`config.mk`:
```
export PLATFORM = sky130hd
export DESIGN_NAME = map_column_feeder
export DESIGN_NICKNAME = d
export VERILOG_FILES = /design/src/rtl/josh_pkg.sv /design/src/rtl/shift_tick_gen.sv /design/src/rtl/map_column_feeder.sv
export SDC_FILE = /design/constraint.sdc
export NUM_CORES = 1
export LEC_CHECK = 0
export BUFFER_PORTS_ARGS = -buffer_cell sky130_fd_sc_hd__buf_2
export CAP_MARGIN = 5
export CORE_MARGIN = 10
export CORE_UTILIZATION = 55
export DETAILED_ROUTE_END_ITERATION = 12
export HOLD_SLACK_MARGIN = 0.05
export PLACE_DENSITY = 0.89
export SYNTH_ARGS = -nofsm -noshare
export SYNTH_HDL_FRONTEND = slang
export SYNTH_SLANG_ARGS = --single-unit
```
`constraint.sdc`:
```
create_clock -name clk -period 2.78 [get_ports clk]
set_input_delay 0.278 -clock clk [delete_from_list [all_inputs] [get_ports clk]]
set_output_delay 0.278 -clock clk [all_outputs]
set_load 0.02 [all_outputs]
```
`src/rtl/josh_pkg.sv`:
```
// Shared constants and types for the level-map column feeder.
// Holds the column geometry, map size, scroll divider and FSM state type.
package josh_pkg;

  localparam int COL_W       = 100;
  localparam int SCREEN_COLS = 120;
  localparam int MAP_DEPTH   = 512;
  localparam int TICK_DIV    = 1666666;

  typedef enum logic [1:0] {
    IDLE,
    RUN,
    DRAIN,
    DONE
  } feeder_state_t;

endpackage

```
`src/rtl/shift_tick_gen.sv`:
```
// Scroll strobe divider: one-cycle pulse every TICK_DIV enabled cycles.
// Async active-low reset; clr restarts the count synchronously.
module shift_tick_gen #(
  parameter int TICK_DIV = josh_pkg::TICK_DIV,
  parameter int TICK_W   = 21
) (
  input  logic clk,
  input  logic resetn,
  input  logic clr,
  input  logic en,
  output logic tick
);

  localparam logic [TICK_W-1:0] TOP = TICK_W'(TICK_DIV - 1);

  logic [TICK_W-1:0] count;

  always_ff @(posedge clk or negedge resetn) begin
    if (!resetn) begin
      count <= '0;
      tick  <= 1'b0;
    end else if (clr) begin
      count <= '0;
      tick  <= 1'b0;
    end else if (en) begin
      if (count == TOP) begin
        count <= '0;
        tick  <= 1'b1;
      end else begin
        count <= count + TICK_W'(1);
        tick  <= 1'b0;
      end
    end else begin
      tick <= 1'b0;
    end
  end

endmodule

```
`src/rtl/map_column_feeder.sv`:
```
// Streams map columns from a 1-cycle-latency ROM through a 2-entry buffer.
// Build option LOOP_MAP_EN: endless map, zero columns dropped, no DONE.
module map_column_feeder #(
  parameter int COL_W     = josh_pkg::COL_W,
  parameter int MAP_DEPTH = josh_pkg::MAP_DEPTH,
  parameter int ADDR_W    = 9,
  parameter int TICK_DIV  = josh_pkg::TICK_DIV,
  parameter int TICK_W    = 21
) (
  input  logic              clk,
  input  logic              resetn,
  input  logic              enable,
  output logic [ADDR_W-1:0] rom_addr,
  input  logic [COL_W-1:0]  rom_q,
  output logic              col_valid,
  input  logic              col_ready,
  output logic [COL_W-1:0]  col_data,
  output logic              col_last,
  output logic              shift_tick,
  output logic              map_done
);

  import josh_pkg::*;

  localparam logic [ADDR_W-1:0] LAST_ADDR =
    ADDR_W'(MAP_DEPTH - 1);

  feeder_state_t     state;
  logic [COL_W-1:0]  buf_data [2];
  logic [1:0]        buf_last;
  logic              head;
  logic [1:0]        cnt;
  logic              in_flight;
  logic [ADDR_W-1:0] fl_addr;

  logic pop;
  logic eom;
  logic keep;
  logic issue;
  logic tail;

  always_comb begin
    pop  = col_valid & col_ready;
    eom  = (rom_q == '0) || (fl_addr == LAST_ADDR);
`ifdef LOOP_MAP_EN
    keep = in_flight & (rom_q != '0);
`else
    keep = in_flight;
`endif
    // no read may follow the column that ends the map
    issue = (state == RUN)
          && (({1'b0, cnt} + {2'b0, in_flight}) < 3'd2)
          && !(in_flight && eom);
    tail = head ^ cnt[0];
  end

  assign col_valid = (cnt != 2'd0);
  assign col_data  = buf_data[head];
  assign col_last  = col_valid & buf_last[head];

  always_ff @(posedge clk or negedge resetn) begin
    if (!resetn) begin
      state       <= IDLE;
      rom_addr    <= '0;
      fl_addr     <= '0;
      in_flight   <= 1'b0;
      buf_data[0] <= '0;
      buf_data[1] <= '0;
      buf_last    <= '0;
      head        <= 1'b0;
      cnt         <= '0;
      map_done    <= 1'b0;
    end else if (!enable) begin
      state       <= IDLE;
      rom_addr    <= '0;
      fl_addr     <= '0;
      in_flight   <= 1'b0;
      buf_data[0] <= '0;
      buf_data[1] <= '0;
      buf_last    <= '0;
      head        <= 1'b0;
      cnt         <= '0;
      map_done    <= 1'b0;
    end else begin
      in_flight <= issue;
      if (issue) begin
        fl_addr  <= rom_addr;
        rom_addr <= (rom_addr == LAST_ADDR) ?
                    '0 : rom_addr + ADDR_W'(1);
      end
      if (keep) begin
        buf_data[tail] <= rom_q;
`ifdef LOOP_MAP_EN
        buf_last[tail] <= 1'b0;
`else
        buf_last[tail] <= eom;
`endif
      end
      head <= head ^ pop;
      cnt  <= cnt + {1'b0, keep} - {1'b0, pop};
      unique case (state)
        IDLE: state <= RUN;
        RUN: begin
          if (in_flight && eom) begin
`ifdef LOOP_MAP_EN
            rom_addr <= '0;
`else
            state <= DRAIN;
`endif
          end
        end
        DRAIN: begin
          if (pop && col_last) begin
            state    <= DONE;
            map_done <= 1'b1;
          end
        end
        DONE: state <= DONE;
        default: state <= IDLE;
      endcase
    end
  end

  shift_tick_gen #(
    .TICK_DIV (TICK_DIV),
    .TICK_W   (TICK_W)
  ) u_tick (
    .clk    (clk),
    .resetn (resetn),
    .clr    (!enable),
    .en     (enable && (state != DONE)),
    .tick   (shift_tick)
  );

endmodule

```
==> results.yml, run 1 <==
run_status:
  status: "finished, final reports clean"
critical_path:
  critical_path_peak_fanout: 14
  crit_path_start_kind: "primary input"
  critPathRequiredTime_ns: 3.22
  end_kind: "flip-flop"
  worstSetupPathType: "primary input to flip-flop"
  arrival_time_of_the_worst_setup_path_ns: 2.94
drt:
  dr.first_iter.drc_count: 1003
  detailroute.via_count: 9489
  drt_first_pass_iters: 5
  drt-total-wl_um: 35500
  antenna_violating_nets_post_route: 0
  viasPerCell: 6.47
  routed_wirelength_normalized_by_instance_count_um: 24.2
  post-route-drc-count: 0
floorplanning:
  num_io_pins: 217
  core_region_area_um2: 19600
  cell_rows: 51
  die-width_um: 162
  die-area_um2: 26200
  initial_utilization_pct: 56.4
  floorplan.die.height_um: 162
final_layout:
  fin_nets: 1291
  utilization_after_layout_pct: 73.0
  area_growth_syn_to_layout_pct: 29.5
  final_layout_size_suffix_gt1_share_pct: 32.9
  num-fill-cells: 1223
  layout.cell_area.non_filler_um2: 14300
clocking:
  number_of_cells_upsized_or_downsized_after_cts: 0
  clk_pin_slew_ns: 0.06
  htreeDepth: 1
  cts.sink_count: 249
  cts_post_setup_buffers_inserted: 0
  worst_skew_late_latency_ns: 0.53
  numCtsBuffers: 26
  hold_buffers: 101
  cts_max_path_buffers: 3
  clock_tree.root_cell: "sky130_fd_sc_hd__clkbuf_16"
  cts_tree: "built"
yosys:
  ys_seq_elements: 249
  yosys_warnings: 0
  async_reset_ff_share_pct: 100
  synth-seq-area-share_pct: 56.4
  synthesis.instances: 883
  synth_cell_types: 51
  synth_flop_cell: "sky130_fd_sc_hd__dfrtp_1"
  syn_nets: 993
  synth.avg_cell_area_um2: 12.5
  synth_enable_flop_cells: 0
  syn-cell-area_um2: 11000
timing:
  grt_setup_unrepaired: "false"
  period_needed_ns: 2.50
  timing_hold_violations_final: 0
  slew_headroom_pct: 49.4
  fmax_mhz: 400
  worst_clock_skew_ns: 0.0153
  worst-slew-pin-transition_ns: 0.759
  final.setup.tns_ns: 0
  setup_viol: 0
  layout_worst_path_cycle_share_pct: 89.8
  holdWs_ns: 0.198
  slew_viol_final: 0
placement:
  placement.cell_area_um2: 12400
  port_buffers: 216
  post_dp_hpwl_um: 20200
  globalplace.congestion: 0.818
grt:
  grt_first_pass_wirelength_um: 56100
  grt_overflow: 0
  grt_start_max_net_pins: 103
  grt_util_all_layers_pct: 26.4
  first_global_vias: 9786
  number_of_antenna_violations_at_the_first_check_in_global_routing: 1
flow_run:
  max-cap-violations: 0
pwr:
  p_leak_nw: 7.09
  cellPowerDensity_nw_per_um2: 726
  peakVddDrop_mv: 0.485
  post-layout-total-power_w: 0.0104
min_path:
  hold_path_class: "primary input to flip-flop"
report_power, final:
group / leakage, nW / internal [W] / switching (W)
clock: 0.421 / 0.00200 / 0.00150
combinational: 3.24 / 0.00107 / 0.00155
sequential: 3.43 / 0.00401 / 0.000261
cells by family (layout without fill, tap and decap cells):
kind of cell	Yosys count	after routing	share of synthesized area [%]
compound gates	271	271	20.0
xor+xnor	6	6	0.476
fa+ha+maj	6	6	0.680
buf+inv	74	391	3.07
flops	249	249	56.4
mux	113	113	11.4
other cells	0	1	0
simple gates	164	164	8.03
registers in the layout, indices dropped and copies added, names as in the netlist:
register	flops
buf_data	200
buf_last	2
cnt	2
fl_addr	9
head	1
in_flight	1
map_done	1
rom_addr	9
state	2
u_tick.count	21
u_tick.tick	1
path summary, 6_finish.rpt:
check / cells after the start / end / startpoint / slack, ns
max: 8 / rom_addr[0] / rom_q[22] / 0.28
min: 4 / head / col_ready / 0.20
max reg2reg: 9 / u_tick.count[15] / u_tick.count[1] / 0.45
min reg2reg: 1 / u_tick.count[16] / u_tick.count[16] / 0.49
max in group asynchronous: 3 / buf_data[190] / resetn / 1.56
min in group asynchronous: 2 / buf_data[145] / resetn / 0.39
critical path, stage by stage:
cell                            delay (ns)
sky130_fd_sc_hd__dlygate4sd3_1        0.55
sky130_fd_sc_hd__buf_2                0.14
sky130_fd_sc_hd__nor4_1               0.51
sky130_fd_sc_hd__nand4_1              0.30
sky130_fd_sc_hd__nor4_4               0.38
sky130_fd_sc_hd__a41oi_4              0.25
sky130_fd_sc_hd__nand2_4              0.28
sky130_fd_sc_hd__mux2i_1              0.23
cell usage in the layout (no fill, tap or decap), types with 11 or more instances in the layout:
master                          count
sky130_fd_sc_hd__nand3_1           12
sky130_fd_sc_hd__o21ai_0           34
sky130_fd_sc_hd__nor4_1            26
sky130_fd_sc_hd__nand4_1           12
sky130_fd_sc_hd__dlygate4sd3_1    101
sky130_fd_sc_hd__dfrtp_1          248
sky130_fd_sc_hd__buf_2            215
sky130_fd_sc_hd__clkbuf_16         27
sky130_fd_sc_hd__nor2_1            21
sky130_fd_sc_hd__nand2_1           47
sky130_fd_sc_hd__buf_4             11
sky130_fd_sc_hd__mux2_2           100
sky130_fd_sc_hd__a22o_1           199
sky130_fd_sc_hd__mux2i_1           13
layout make-up:
class	count	area (µm²)	share of cell area, %
repair buffers	336	2340	16.4
diodes	1	2.50	0.0175
multi-input cells	560	4510	31.5
clock buffers	31	701	4.90
well taps	265	332	2.32
inverters	8	30.0	0.210
clock inverters	16	150	1.05
flip-flops and latches	249	6230	43.6
per-layer routing:
metal  share of wire, %  track usage, %  vias up
met1                 38            32.5     4783
met3                8.7            6.37      137
li1                   -               -     3992
met4                5.0            11.9        0
met2                 48            43.3      577
met5                  0               0        -
synthesized netlist by cell type (11+ instances only):
master	n	area (µm²)
sky130_fd_sc_hd__dfrtp_1	249	6230
sky130_fd_sc_hd__nand3_1	12	60.1
sky130_fd_sc_hd__a22o_1	199	1740
sky130_fd_sc_hd__mux2i_1	13	130
sky130_fd_sc_hd__nor4_1	26	163
sky130_fd_sc_hd__nand4_1	12	75.1
sky130_fd_sc_hd__o21ai_0	34	170
sky130_fd_sc_hd__buf_2	11	55.1
sky130_fd_sc_hd__nand2_1	47	176
sky130_fd_sc_hd__clkbuf_1	45	169
sky130_fd_sc_hd__mux2_2	100	1130
sky130_fd_sc_hd__a21oi_1	11	55.1
sky130_fd_sc_hd__nor2_1	23	86.3
through the flow:
stage / worst slack, ns / cells
after floorplan: 0.810 / 883
after global routing: 0.101 / 1466
after global placement: 0.387 / 1317
final: 0.283 / 1466
after CTS: 0.321 / 1465
after detailed placement: 0.345 / 1317
No activity file was read; power rests on OpenSTA's default activity.
==> run 2: changes to the inputs <==
--- a/config.mk
+++ b/config.mk
@@ -10,6 +10,7 @@
 export CORE_MARGIN = 10
 export CORE_UTILIZATION = 55
 export DETAILED_ROUTE_END_ITERATION = 12
+export GPL_TIMING_DRIVEN = 0
 export HOLD_SLACK_MARGIN = 0.05
 export PLACE_DENSITY = 0.89
 export SYNTH_ARGS = -nofsm -noshare
==> run 2 against run 1 <==
Clock skew is 0.0012 ns lower. Global-route usage is 1.6 points higher. Sequential share of layout area down 0.23 points. Clock power is essentially flat. Die area stayed put. Flip-flop and latch count stayed put. Worst setup slack got worse by 0.26 ns. Core utilization up 0.35 points. Combinational power grew 2%. Clock-buffer cell count grew 3. Critical path depth is 4 lower. Fmax decreased by 9.4%. Highest routed layer unchanged.
==> results.yml, run 2 (synthesis results as in run 1) <==
run_status:
  status: "finished, final reports clean"
drt:
  post-route-drc-count: 0
  detailroute.via_count: 9735
  antenna_violating_nets_post_route: 0
  drt-total-wl_um: 37200
  drt_first_pass_iters: 5
  viasPerCell: 6.44
  routed_wirelength_normalized_by_instance_count_um: 24.6
  dr.first_iter.drc_count: 915
pwr:
  peakVddDrop_mv: 0.446
  cellPowerDensity_nw_per_um2: 728
  p_leak_nw: 7.13
placement:
  post_dp_hpwl_um: 22700
  globalplace.congestion: 0.864
  dpl_worst_slack_ns: 0.187
  placed_cells_incl_taps: 1365
  port_buffers: 215
timing:
  slew_viol_final: 0
  fmax_mhz: 363
  slew_headroom_pct: 10.3
  postLayoutSetupSlackWorst_ns: 0.0228
  worst_clock_skew_ns: 0.0141
  timing_hold_violations_final: 0
  worst-slew-pin-transition_ns: 1.34
  grt_setup_unrepaired: "false"
  setup_viol: 0
  layout_worst_path_cycle_share_pct: 99.2
  period_needed_ns: 2.76
final_layout:
  registers.top_by_ff_count: "buf_data"
  layout.cells.most_common: "sky130_fd_sc_hd__dfrtp_1"
  final-instance-count-excl-fill: 1512
  utilization_after_layout_pct: 73.4
  commonest_non_fill_non_tap_cells_in_the_layout: "sky130_fd_sc_hd__dfrtp_1 (249), sky130_fd_sc_hd__buf_2 (225), sky130_fd_sc_hd__a22o_1 (199), sky130_fd_sc_hd__mux2_2 (100), sky130_fd_sc_hd__dlygate4sd3_1 (98)"
  area_growth_syn_to_layout_pct: 30.1
  reg_top3: "buf_data x200, u_tick.count x21"
  final_layout_size_suffix_gt1_share_pct: 31.5
  fin_nets: 1336
  num-fill-cells: 1194
  largest_reg_flops: 200
grt:
  grt_start_max_net_pins: 115
  grt_first_pass_wirelength_um: 59200
  grt_overflow: 0
  number_of_antenna_violations_at_the_first_check_in_global_routing: 2
  first_global_vias: 10300
  grt_util_all_layers_pct: 27.9
floorplanning:
  die-width_um: 162
  cell_rows: 51
  floorplan.die.height_um: 162
  core_region_area_um2: 19600
  die-area_um2: 26200
  num_io_pins: 217
  initial_utilization_pct: 56.4
clocking:
  clock_tree.root_cell: "sky130_fd_sc_hd__clkbuf_16"
  worst_skew_late_latency_ns: 0.53
  cts_max_path_buffers: 3
  clk_pin_slew_ns: 0.06
  cts.sink_count: 249
  numCtsBuffers: 26
  htreeDepth: 1
  cts_post_setup_buffers_inserted: 0
  cts_tree: "built"
flow_run:
  max-cap-violations: 0
min_path:
  hold_path_class: "primary input to flip-flop"
critical_path:
  worstSetupPathType: "flip-flop to output pin"
  critPathRequiredTime_ns: 2.50
  end_kind: "output pin"
  critical_path_peak_fanout: 10
  arrival_time_of_the_worst_setup_path_ns: 2.48
  crit_path_start_kind: "flip-flop"
==> run 2: cell types whose count changed in the layout (fill, tap and decap cells not counted), sizes merged <==
cell,delta
dlygate4sd1,+1
inv,-2
clkbuf,+47
diode,+1
dlygate4sd3,-3
buf,+3
clkinv,-1
==> run 2: timing repair <==
item,CTS,global route
setup endpoints to repair,90,22
hold endpoints to repair,364,0
resized for setup,1,9
hold buffers,98,0
==> run 2: power by group <==
group	switching [W]	internal, W
Sequential	0.000264	0.00400
Clock	0.00147	0.00204
Combinational	0.00161	0.00107
Total	0.00334	0.00712
==> run 2: final timing paths <==
check	startpoint	end	slack (ns)	cells after the start
setup / recovery	head	col_data[53]	0.02	4
hold / removal	rom_q[2]	buf_data[102]	0.07	2
setup reg to reg	cnt[0]	buf_data[124]	0.10	4
hold reg to reg	buf_last[1]	buf_last[1]	0.48	2
max in group asynchronous	resetn	u_tick.count[2]	1.72	3
min in group asynchronous	resetn	buf_data[45]	0.22	2
==> run 2: metrics by stage <==
stage	hold WS (ns)	cell area [µm²]	TNS [ns]	total power (W)
2_1_floorplan	-0.0176	11000	0	0.00583
3_3_place_gp	0.460	12500	-677.95	0.00666
6_report	0.0680	14400	0	0.0105
5_1_grt	0.0604	14400	0	0.0108
4_1_cts	0.0517	14400	0	0.0103
3_5_place_dp	0.152	12500	0	0.00674
==> run 2: worst max-delay path, stage by stage (launching register included) <==
cell and delay [ns]:
sky130_fd_sc_hd__dfrtp_1 0.42, sky130_fd_sc_hd__clkbuf_2 0.42, sky130_fd_sc_hd__buf_1 0.52, sky130_fd_sc_hd__mux2_2 0.44, sky130_fd_sc_hd__buf_2 0.17
==> run 2: area by class of cell <==
type | count | area (µm²) | area share (%)
Inverter | 8 | 30.0 | 0.209
Clock buffer | 34 | 732 | 5.09
Multi-Input combinational cell | 560 | 4480 | 31.2
Tap cell | 265 | 332 | 2.31
Antenna cell | 2 | 5.00 | 0.0348
Clock inverter | 13 | 128 | 0.888
Sequential cell | 249 | 6230 | 43.4
Timing Repair Buffer | 315 | 2120 | 14.8
Buffer | 66 | 315 | 2.19
==> run 2: layer usage <==
metal | vias up | track usage (%) | share of wire [%]
met5 | - | 0 | 0
met4 | 0 | 12.4 | 5.0
met3 | 148 | 6.70 | 9.7
met2 | 655 | 46.5 | 49
met1 | 4846 | 34.0 | 37
li1 | 4086 | - | -
